### src/rtl/uart_rx_fifo.sv
// Receive-side byte buffer between the UART receiver core and the register interface.
// Stores {frame_err, data} per entry; the head is presented show-ahead and popped on read acknowledge.
module uart_rx_fifo #(
    parameter int  DEPTH  = 8,
    parameter int  DATA_W = 8,
    localparam int CNT_W  = $clog2(DEPTH + 1)
) (
    input  logic              clk,
    input  logic              rst_n,
    input  logic              wr_valid_i,
    input  logic [DATA_W-1:0] wr_data_i,
    input  logic              wr_frame_err_i,
    input  logic              rd_en_i,
    input  logic              flush_i,
    input  logic              clr_overrun_i,
    input  logic [CNT_W-1:0]  watermark_i,
    output logic [DATA_W-1:0] rd_data_o,
    output logic              rd_frame_err_o,
    output logic              empty_o,
    output logic              full_o,
    output logic [CNT_W-1:0]  count_o,
    output logic              overrun_o,
    output logic              irq_o
);

    localparam int PTR_W = $clog2(DEPTH);

    logic [DATA_W:0]    mem [DEPTH];
    logic [PTR_W-1:0]   wr_ptr;
    logic [PTR_W-1:0]   rd_ptr;
    logic [CNT_W-1:0]   count;
    logic               overrun;
    logic               full;
    logic               empty;
    logic               push;
    logic               pop;
    logic               drop;
    logic [DATA_W:0]    head;

    assign full  = (count == CNT_W'(DEPTH));
    assign empty = (count == '0);

    // A push into a full FIFO is accepted only when a pop frees a slot in the same cycle.
    assign push = wr_valid_i && (!full || rd_en_i);
    assign pop  = rd_en_i && !empty;
    assign drop = wr_valid_i && full && !rd_en_i;

    // Storage is not reset; only the pointers and count define valid content.
    always_ff @(posedge clk) begin
        if (rst_n && !flush_i && push) begin
            mem[wr_ptr] <= {wr_frame_err_i, wr_data_i};
        end
    end

    always_ff @(posedge clk) begin
        if (!rst_n) begin
            wr_ptr <= '0;
            rd_ptr <= '0;
            count  <= '0;
        end else if (flush_i) begin
            wr_ptr <= '0;
            rd_ptr <= '0;
            count  <= '0;
        end else begin
            if (push) begin
                wr_ptr <= wr_ptr + PTR_W'(1);
            end
            if (pop) begin
                rd_ptr <= rd_ptr + PTR_W'(1);
            end
            case ({push, pop})
                2'b10:   count <= count + CNT_W'(1);
                2'b01:   count <= count - CNT_W'(1);
                default: count <= count;
            endcase
        end
    end

    // Set beats clear; a byte discarded by a flush is not an overrun.
    always_ff @(posedge clk) begin
        if (!rst_n) begin
            overrun <= 1'b0;
        end else if (drop && !flush_i) begin
            overrun <= 1'b1;
        end else if (clr_overrun_i) begin
            overrun <= 1'b0;
        end
    end

    assign head           = mem[rd_ptr];
    assign rd_data_o      = empty ? '0 : head[DATA_W-1:0];
    assign rd_frame_err_o = empty ? 1'b0 : head[DATA_W];
    assign empty_o        = empty;
    assign full_o         = full;
    assign count_o        = count;
    assign overrun_o      = overrun;
    assign irq_o          = (count > watermark_i);

endmodule

### config.mk
export PLATFORM = sky130hd
export DESIGN_NAME = uart_rx_fifo
export DESIGN_NICKNAME = d
export VERILOG_FILES = /design/src/rtl/uart_rx_fifo.sv
export SDC_FILE = /design/constraint.sdc
export NUM_CORES = 1
export LEC_CHECK = 0
export CORE_ASPECT_RATIO = 1.25
export CORE_MARGIN = 2
export CORE_UTILIZATION = 50
export CTS_CLUSTER_SIZE = 20
export DETAILED_ROUTE_END_ITERATION = 8
export GPL_TIMING_DRIVEN = 0
export PLACE_DENSITY = 0.82
export SLEW_MARGIN = 25
export SYNTH_ARGS = -nofsm -noshare
export SYNTH_HDL_FRONTEND = slang
export SYNTH_SLANG_ARGS = --single-unit
### constraint.sdc
create_clock -name clk -period 2.7 [get_ports clk]
set_clock_uncertainty 0.1 [all_clocks]
set_input_delay 0.54 -clock clk [delete_from_list [all_inputs] [get_ports clk]]
set_output_delay 0.54 -clock clk [all_outputs]
set_load 0.02 [all_outputs]
### Word-level counts from Yosys, hierarchy flattened

Memories as Yosys holds them, arrays and structs flattened. A register that Yosys moved wholly into a read port is not among the register bits.
Cells that the tools add are included.

* multiplexer cells: 9
* reduce and logical (&&, ||, !) cells: 16
* bitwise gates (word level): 1
* magnitude comparators: 1
* add/sub/neg operators: 4
* equality and inequality tests: 3

Operators with widths (count)
* 8-bit two-way mux: 1
* 4-bit one-hot mux with 2 select lines: 1
* 1-bit logical AND: 7
* 3-bit by 1-bit adder with 3-bit output, second input constant: 2
* 3-bit two-way mux: 2
* 1-bit two-way mux: 5
* 4-bit by 1-bit adder with 4-bit output, second input constant: 1
* 4-bit equality test, second input constant: 1
* 4-bit > comparator: 1
* 1-bit logical NOT: 4
* 4-bit logical NOT: 1
* 2-bit nonzero test: 2
* 4-bit by 1-bit subtractor with 4-bit output, second input constant: 1
* 2-bit by 1-bit equality test with 1-bit output, second input constant: 1
* 2-bit equality test, second input constant: 1
* 2-bit OR reduction: 1
* 1-bit logical OR: 1
* 1-bit inverter: 1

* memories kept: 1
* bits of input ports: 19
* logic and storage cells: 39
* RAM bits: 72
* bits in registers: 11
* output and inout bits: 17

Memories
* mem: depth 8, bits a word 9, rd ports 1, clocked after memory_dff 1, wr ports 1, line 28 `logic [DATA_W:0] mem [DEPTH];`

### Logic depth before layout (Yosys ltp)

Gate-level depths: netlist of the first run.

* depth in word-level cells: 7
* mapped depth: 10
* depth with buffers taken out: 9

### Worst setup path after synthesis of the first run

No wires, ideal clock.

* kind: reg-to-reg
* from: register count[1] (netlist: count_o[1])
* to: register count[2] (netlist: count_o[2])
* arrival: 2449 ps
* path slack: 81 ps
* cell stages (with the launch flop): 11
* buffers on the path: 1
* cells stage by stage: dfxtp_1 > buf_6 > or4b_4 > o21ai_4 > ha_1 > xor2_1 > ha_1 > a21oi_1 > xor2_1 > or3_1 > a21oi_1

* word-level cells in the longest chain between the ends: 6
* elaborated cells between the ends (all ways): 13
* those cells by class: 2 x add/sub; 3 x eq/ne; 1 x mux; 7 x reduce/logical

Ends and longest elaborated chain
* from (decl): line 31 `logic [CNT_W-1:0] count;`
* from (signal assigned): line 72 `2'b10: count <= count + CNT_W'(1);`
* from (signal assigned): line 73 `2'b01: count <= count - CNT_W'(1);`
* from (signal assigned): line 74 `default: count <= count;`
* 4-bit equality test: line 40 `assign full = (count == CNT_W'(DEPTH));`
* 1-bit logical NOT: line 44 `assign push = wr_valid_i && (!full || rd_en_i);`
* 1-bit logical OR: line 44
* 1-bit logical AND: line 44
* 2-bit by 1-bit equality test with 1-bit output or 2-bit equality test (tied branches): line 71 `case ({push, pop})`
* 4-bit one-hot mux with 2 select lines or 2-bit nonzero test (tied branches)

Parallel ways exist; a longest one is shown, timed or not.
A chain may end at the register's enable or synchronous reset.

### Worst setup path in the final report of the first run

* from: input watermark_i[1]
* to: output irq_o

* word-level cells in the longest chain between the ends: 1

Ends and longest elaborated chain
* from (decl): line 16 `input logic [CNT_W-1:0] watermark_i,`
* 4-bit > comparator: line 97 `assign irq_o = (count > watermark_i);`
* to (decl): line 23 `output logic irq_o`

No other way between the ends.

==> results of run 1 <==
==> routing by layer <==
metal	track usage (%)	vias to the layer above	share of wire, %
met1	21.7	972	40
met2	31.9	58	54
met4	6.37	0	2.0
met3	4.58	12	4.6
met5	0	-	0
li1	-	904	-
==> path summary, 6_finish.rpt <==
kind                        from         end  cells past startpoint
hold / removal         rd_ptr[1]        flop                      2
setup reg to reg      count_o[1]  count_o[2]                     10
hold reg to reg        rd_ptr[1]        flop                      2
setup / recovery  watermark_i[1]       irq_o                      8
==> synthesized netlist by cell type (all sizes together), types with 4 or more instances <==
cell type / n
buf: 5
dfxtp: 14
edfxtp: 72
ha: 9
inv: 6
mux2i: 11
mux4: 18
nor2: 25
nor2b: 4
o21a: 4
o21ai: 5
xor2: 5
==> power by group through the flow <==
stage               sequential (mW)  combinational (mW)  clock, mW
global placement               1.48               0.176          0
CTS                            1.45               0.189      0.759
finish                         1.45               0.192      0.742
floorplan                      1.48              0.0917          0
global route                   1.45               0.208      0.806
detailed placement             1.48               0.184          0
==> flip-flops by register name, summed over array words and instances, names as in the netlist, named ones only <==
signal	cells
wr_ptr	3
mem	72
overrun_o	1
count_o	4
rd_ptr	3
==> worst max-delay path, delay by kind of cell <==
| family | cells | cell delay [ns] |
|---|---|---|
| adder cells (fa/ha/maj) | 1 | 0.28 |
| AND/OR/NAND/NOR | 1 | 0.13 |
| AO/OA/AOI/OAI | 3 | 0.48 |
| buffers and inverters | 3 | 0.64 |
==> logic make-up after synthesis <==
family                   after synthesis
AO/OA/AOI/OAI                         14
XOR/XNOR                               7
adder cells (fa/ha/maj)                9
flip-flops                            86
AND/OR/NAND/NOR                       49
buffers and inverters                 14
multiplexers                          29
==> layout make-up <==
class | instances | area share, %
sequential | 86 | 56.9
tap | 90 | 2.62
buffer | 7 | 1.75
inverter | 6 | 0.524
clock buffer | 11 | 3.06
clock inverter | 4 | 0.583
timing repair buffer | 42 | 8.65
multi-input combinational | 108 | 25.9
==> through the flow <==
| step | utilization (%) | setup TNS [ns] | std cells | setup WS [ns] |
|---|---|---|---|---|
| 3_5_place_dp | 58.5 | -21.33 | 335 | -0.399 |
| 5_1_grt | 61.9 | -0.113 | 354 | -0.0606 |
| 2_1_floorplan | - | 0 | 208 | 0.0806 |
| 4_1_cts | 61.7 | -0.0232 | 354 | -0.0232 |
| 6_report | 61.9 | 0 | 354 | 0.00184 |
| 3_3_place_gp | 58.1 | -29.46 | 333 | -0.719 |
==> timing repair <==
| action | CTS | global route |
|---|---|---|
| gates resized for setup | 28 | 21 |
| setup endpoints to repair | 14 | 13 |
| buffers inserted | 5 | 0 |
| pin swaps | 1 | 2 |
| cloned | 0 | 0 |
==> results.cfg, run 1 <==
[run_status]
status = finished clean

[synthesis]
yosysSeqAreaShare_pct = 68.5
synth_edf_count = 72
synthAdderAreaFrac_pct = 3.16
synth_top_cells_by_area = edfxtp_1, mux4_2, dfxtp_1, ha_1, mux2i_1
synthCells = 208
synthSimpleGateAreaFrac_pct = 7.23
synth_compound_gate_area_share_pct = 3.12
syn_area_um2 = 3570
synthFlopType = edfxtp_1
synth_fp_nets = 236
avgSynthCellArea_um2 = 17.1
synthMuxAreaShare_pct = 14.5
synth_top_family_by_area = multiplexers
ys.warnings.count = 0
yosysTopAreaCell = edfxtp_1
yosysUniqueCellTypes = 36
ys_ff_latch = 86
synth-async-reset-ratio_pct = 0
synth_top_area_share_pct = 60.6
synth_xor_area_share_pct = 1.72

[final_layout]
syn_to_final_growth_pct = 20.4
fillers = 491
insertedDiodeCount = 0
drive_above_1_share_pct = 23.9
regArea_um2 = 2440
fin_area_um2 = 4300
layout_common_cells = edfxtp_1, nor2_1, clkdlybuf4s50_1
layout_commonest_cell = edfxtp_1
fin_nets = 288
multi_input_area_um2 = 1110

[sta]
final_max_slew_viol_count = 0
worst_slew_pin_slew_ns = 0.971
hold_violations = 0
fmax_ghz = 0.371
slew-limit-headroom_pct = 35.1
finalCritPeriodShare_pct = 99.9
setup_viol = 0
grt_setup_unrepaired = true
period_minus_slack_ns = 2.70
fin_hold_ws_ns = 0.449

[pwr]
power_switching_mw = 0.524
cellPowerDensity_nw_per_um2 = 556
swShare_pct = 21.9
combPwrFrac_pct = 8.0
pwr-share-seq_pct = 60.9
vdd_drop_max_mv = 0.303
power_mw = 2.39
internal_power_mw = 1.86
power.leakage_nw = 1.43
p_clk_share_pct = 31.1

[floorplan]
die_w_um = 79.5
ios = 36
die_h_um = 98.4
dieArea_um2 = 7830
core_region_area_um2 = 6930
num_rows = 34
start_util_pct = 51.4

[cts]
hold_buffers = 0
worstSkewPairLatency_ns = 0.35
cts_buffers = 9
clkSlewWorstSetupHoldPaths_ns = 0.08
tritoncts = done
cts.path.max_buffers = 2
cts.sinks = 86
cts_root_buffer = clkbuf_8
htree_levels = 3

[setup_path]
crit_arrival_ns = 2.06
critical_path_peak_fanout = 2
r2r_slack_ns = 0.09
path_cells = clkdlybuf4s50_1 > inv_1 > ha_1 > nor2b_1 > o21a_1 > o21a_1 > o21a_1 > buf_4
path_class = input port to output port
crit_path_frequent_cell = o21a_1
cp_slowest_stage_delay_ns = 0.45
crit_path_top_delay_cell = clkdlybuf4s50_1
required_ns = 2.06
endpoint_kind = output port
startpoint_type = input port

[placed_design]
place_hpwl_um = 4250
dpl_cell_area_um2 = 4060
port_buffers = 35
gp_congestion = 0.718

[flow_run]
drv_cap = 0

[global_route]
grtUsageTotal_pct = 18.2
first_global_vias = 2038
antenna_found_initial = 0
grt_overflow = 0
grt_start_max_net_pins = 14
grt_pass1_wl_um = 10300

[min_path]
hold_path_class = flop to flop

[route]
via_per_inst = 5.50
ant_nets = 0
vias = 1946
drt_iter0_drc = 135
dr.pass1.iters = 4
route.detailed.wl_per_inst_um = 18.3
drc = 0
routed_wirelength_um = 6460
(Power assumes the default switching activity.)
==> run 2: changes to the inputs <==
--- a/config.mk
+++ b/config.mk
@@ -10,8 +10,9 @@
 export CORE_UTILIZATION = 50
 export CTS_CLUSTER_SIZE = 20
 export DETAILED_ROUTE_END_ITERATION = 8
+export DONT_BUFFER_PORTS = 1
 export GPL_TIMING_DRIVEN = 0
-export PLACE_DENSITY = 0.82
+export PLACE_DENSITY = 0.76
 export SLEW_MARGIN = 25
 export SYNTH_ARGS = -nofsm -noshare
 export SYNTH_HDL_FRONTEND = slang
==> results.cfg, run 2 (same netlist as run 1, synthesis figures left out) <==
[setup_path]
worst-path-buf-inv = 1
crit_path_top_delay_cell = or4b_4
path_cells = buf_6 > or4b_4 > o21ai_4 > ha_4 > xor2_1 > ha_1 > a21oi_1 > xor2_1 > or3_1 > a21oi_1
endpoint_kind = flop
cp_slowest_stage_delay_ns = 0.56
required_ns = 2.87
startpoint_type = flop
critical_path_peak_fanout = 8
path_class = flop to flop
path_delay_family = simple AND/OR/NAND/NOR gates
crit_arrival_ns = 2.75

[final_layout]
largest_register = mem
layout_commonest_cell = edfxtp_1
layout_common_cells = edfxtp_1, nor2_1, mux4_2
fin_nets = 249
fin_area_um2 = 3990
fin_cells = 316
drive_above_1_share_pct = 27.0
insertedDiodeCount = 0
largest_reg_flops = 72
syn_to_final_growth_pct = 11.8

[sta]
timing.setup.tns_ns = 0
fmax_ghz = 0.388
slew-limit-headroom_pct = 45.0
hold_violations = 0
final_max_slew_viol_count = 0
period_minus_slack_ns = 2.58
finalCritPeriodShare_pct = 95.5
worst_slew_pin_slew_ns = 0.826
grt_setup_unrepaired = false
setup_viol = 0

[cts]
hold_buffers = 0
cts.sinks = 86
cts_root_buffer = clkbuf_8
htree_levels = 3
cts.path.max_buffers = 2
clkSlewWorstSetupHoldPaths_ns = 0.09
worstSkewPairLatency_ns = 0.34
tritoncts = done
cts_buffers = 9

[route]
ant_nets = 0
via_per_inst = 5.70
route.detailed.wl_per_inst_um = 19.9
vias = 1800
top_layer = met4
routed_wirelength_um = 6290
drt_iter0_drc = 213
wl_met1_um = 2440
drc = 0
met2WireLength_um = 3400
dr.pass1.iters = 4
met3_wirelength_um = 353

[pwr]
p_clk_share_pct = 37.7
internal_power_mw = 2.02
combPwrFrac_pct = 4.7
power.leakage_nw = 1.27
power_switching_mw = 0.515
cellPowerDensity_nw_per_um2 = 635
swShare_pct = 20.3
vdd_drop_max_mv = 0.335
pwr-share-seq_pct = 57.6
power_mw = 2.53

[placed_design]
dpl_cell_area_um2 = 3700
gp_congestion = 0.701
port_buffers = 0
place_hpwl_um = 4150
dp_cells = 300

[global_route]
grtUsageTotal_pct = 17.6
grt_start_max_net_pins = 15
grt_overflow = 0
antenna_found_initial = 0
first_global_vias = 1921
grt_pass1_wl_um = 9890

[floorplan]
core_region_area_um2 = 6930
start_util_pct = 51.4
ios = 36
die_h_um = 98.4
die_w_um = 79.5
num_rows = 34
dieArea_um2 = 7830

[run_status]
status = finished clean

[min_path]
hold_path_class = input port to flop

[flow_run]
drv_cap = 0
[run 2: changes by cell type in the layout (fill, tap and decap cells not counted), moves of 3 or more]
cell	change
clkdlybuf4s15_1	-3
nor2_2	+5
clkbuf_2	-5
dfxtp_2	+4
dfxtp_1	-4
nor2_1	-5
buf_4	-5
clkdlybuf4s50_1	-23
[run 2: metal layers]
layer | vias to the layer above | global-route usage (%)
li1 | 828 | -
met1 | 906 | 20.1
met2 | 57 | 29.5
met3 | 9 | 6.14
met4 | 0 | 7.82
met5 | - | 0
[run 2: final timing paths]
kind | cells after the start | slack (ns) | to | from
setup / recovery | 10 | 0.12 | count_o[2] | count_o[1]
hold / removal | 0 | 0.18 | mem[5][3] | wr_data_i[3]
setup reg to reg | 10 | 0.12 | count_o[2] | count_o[1]
hold reg to reg | 2 | 0.44 | rd_ptr[2] | rd_ptr[2]
[run 2: worst reg2reg max path: cells and delay by family (launching register included)]
family                   cells  cell delay [ns]
AO/OA/AOI/OAI                3             0.37
flip-flops                   1             0.38
XOR/XNOR                     2             0.30
adder cells (fa/ha/maj)      2             0.34
AND/OR/NAND/NOR              2             0.87
buffers and inverters        1             0.15
[run 2: metrics by stage]
step / setup slack [ns] / hold WS (ns) / utilization [%]
3_5_place_dp: -0.107 / 0.413 / 53.4
4_1_cts: -0.0232 / 0.168 / 56.9
3_3_place_gp: -0.344 / 0.409 / 53.1
2_1_floorplan: 0.0806 / 0.385 / -
6_report: 0.121 / 0.180 / 57.5
5_1_grt: 0.00802 / 0.154 / 57.5
[run 2: power groups by stage]
stage	Combinational (mW)	Sequential (mW)	Clock [mW]
finish	0.119	1.46	0.955
detailed placement	0.112	1.49	0
global route	0.130	1.46	1.02
CTS	0.116	1.46	0.961
global placement	0.108	1.49	0
floorplan	0.0917	1.48	0
[run 2: cell type report]
type	count	area [um2]
multi-input cells	108	1110
clock inverters	5	83.8
clock buffers	11	131
inverters	6	22.5
fillers	510	2950
flip-flops and latches	86	2450
plain buffers	7	51.3
repair buffers	3	22.5
well taps	90	113
[run 2: what timing repair did]
action / CTS / global route
buffers inserted: 1 / 0
endpoints found under the setup margin: 11 / 29
pin swaps: 1 / 1
resized for setup: 10 / 9
endpoints found under the hold margin: 0 / 0
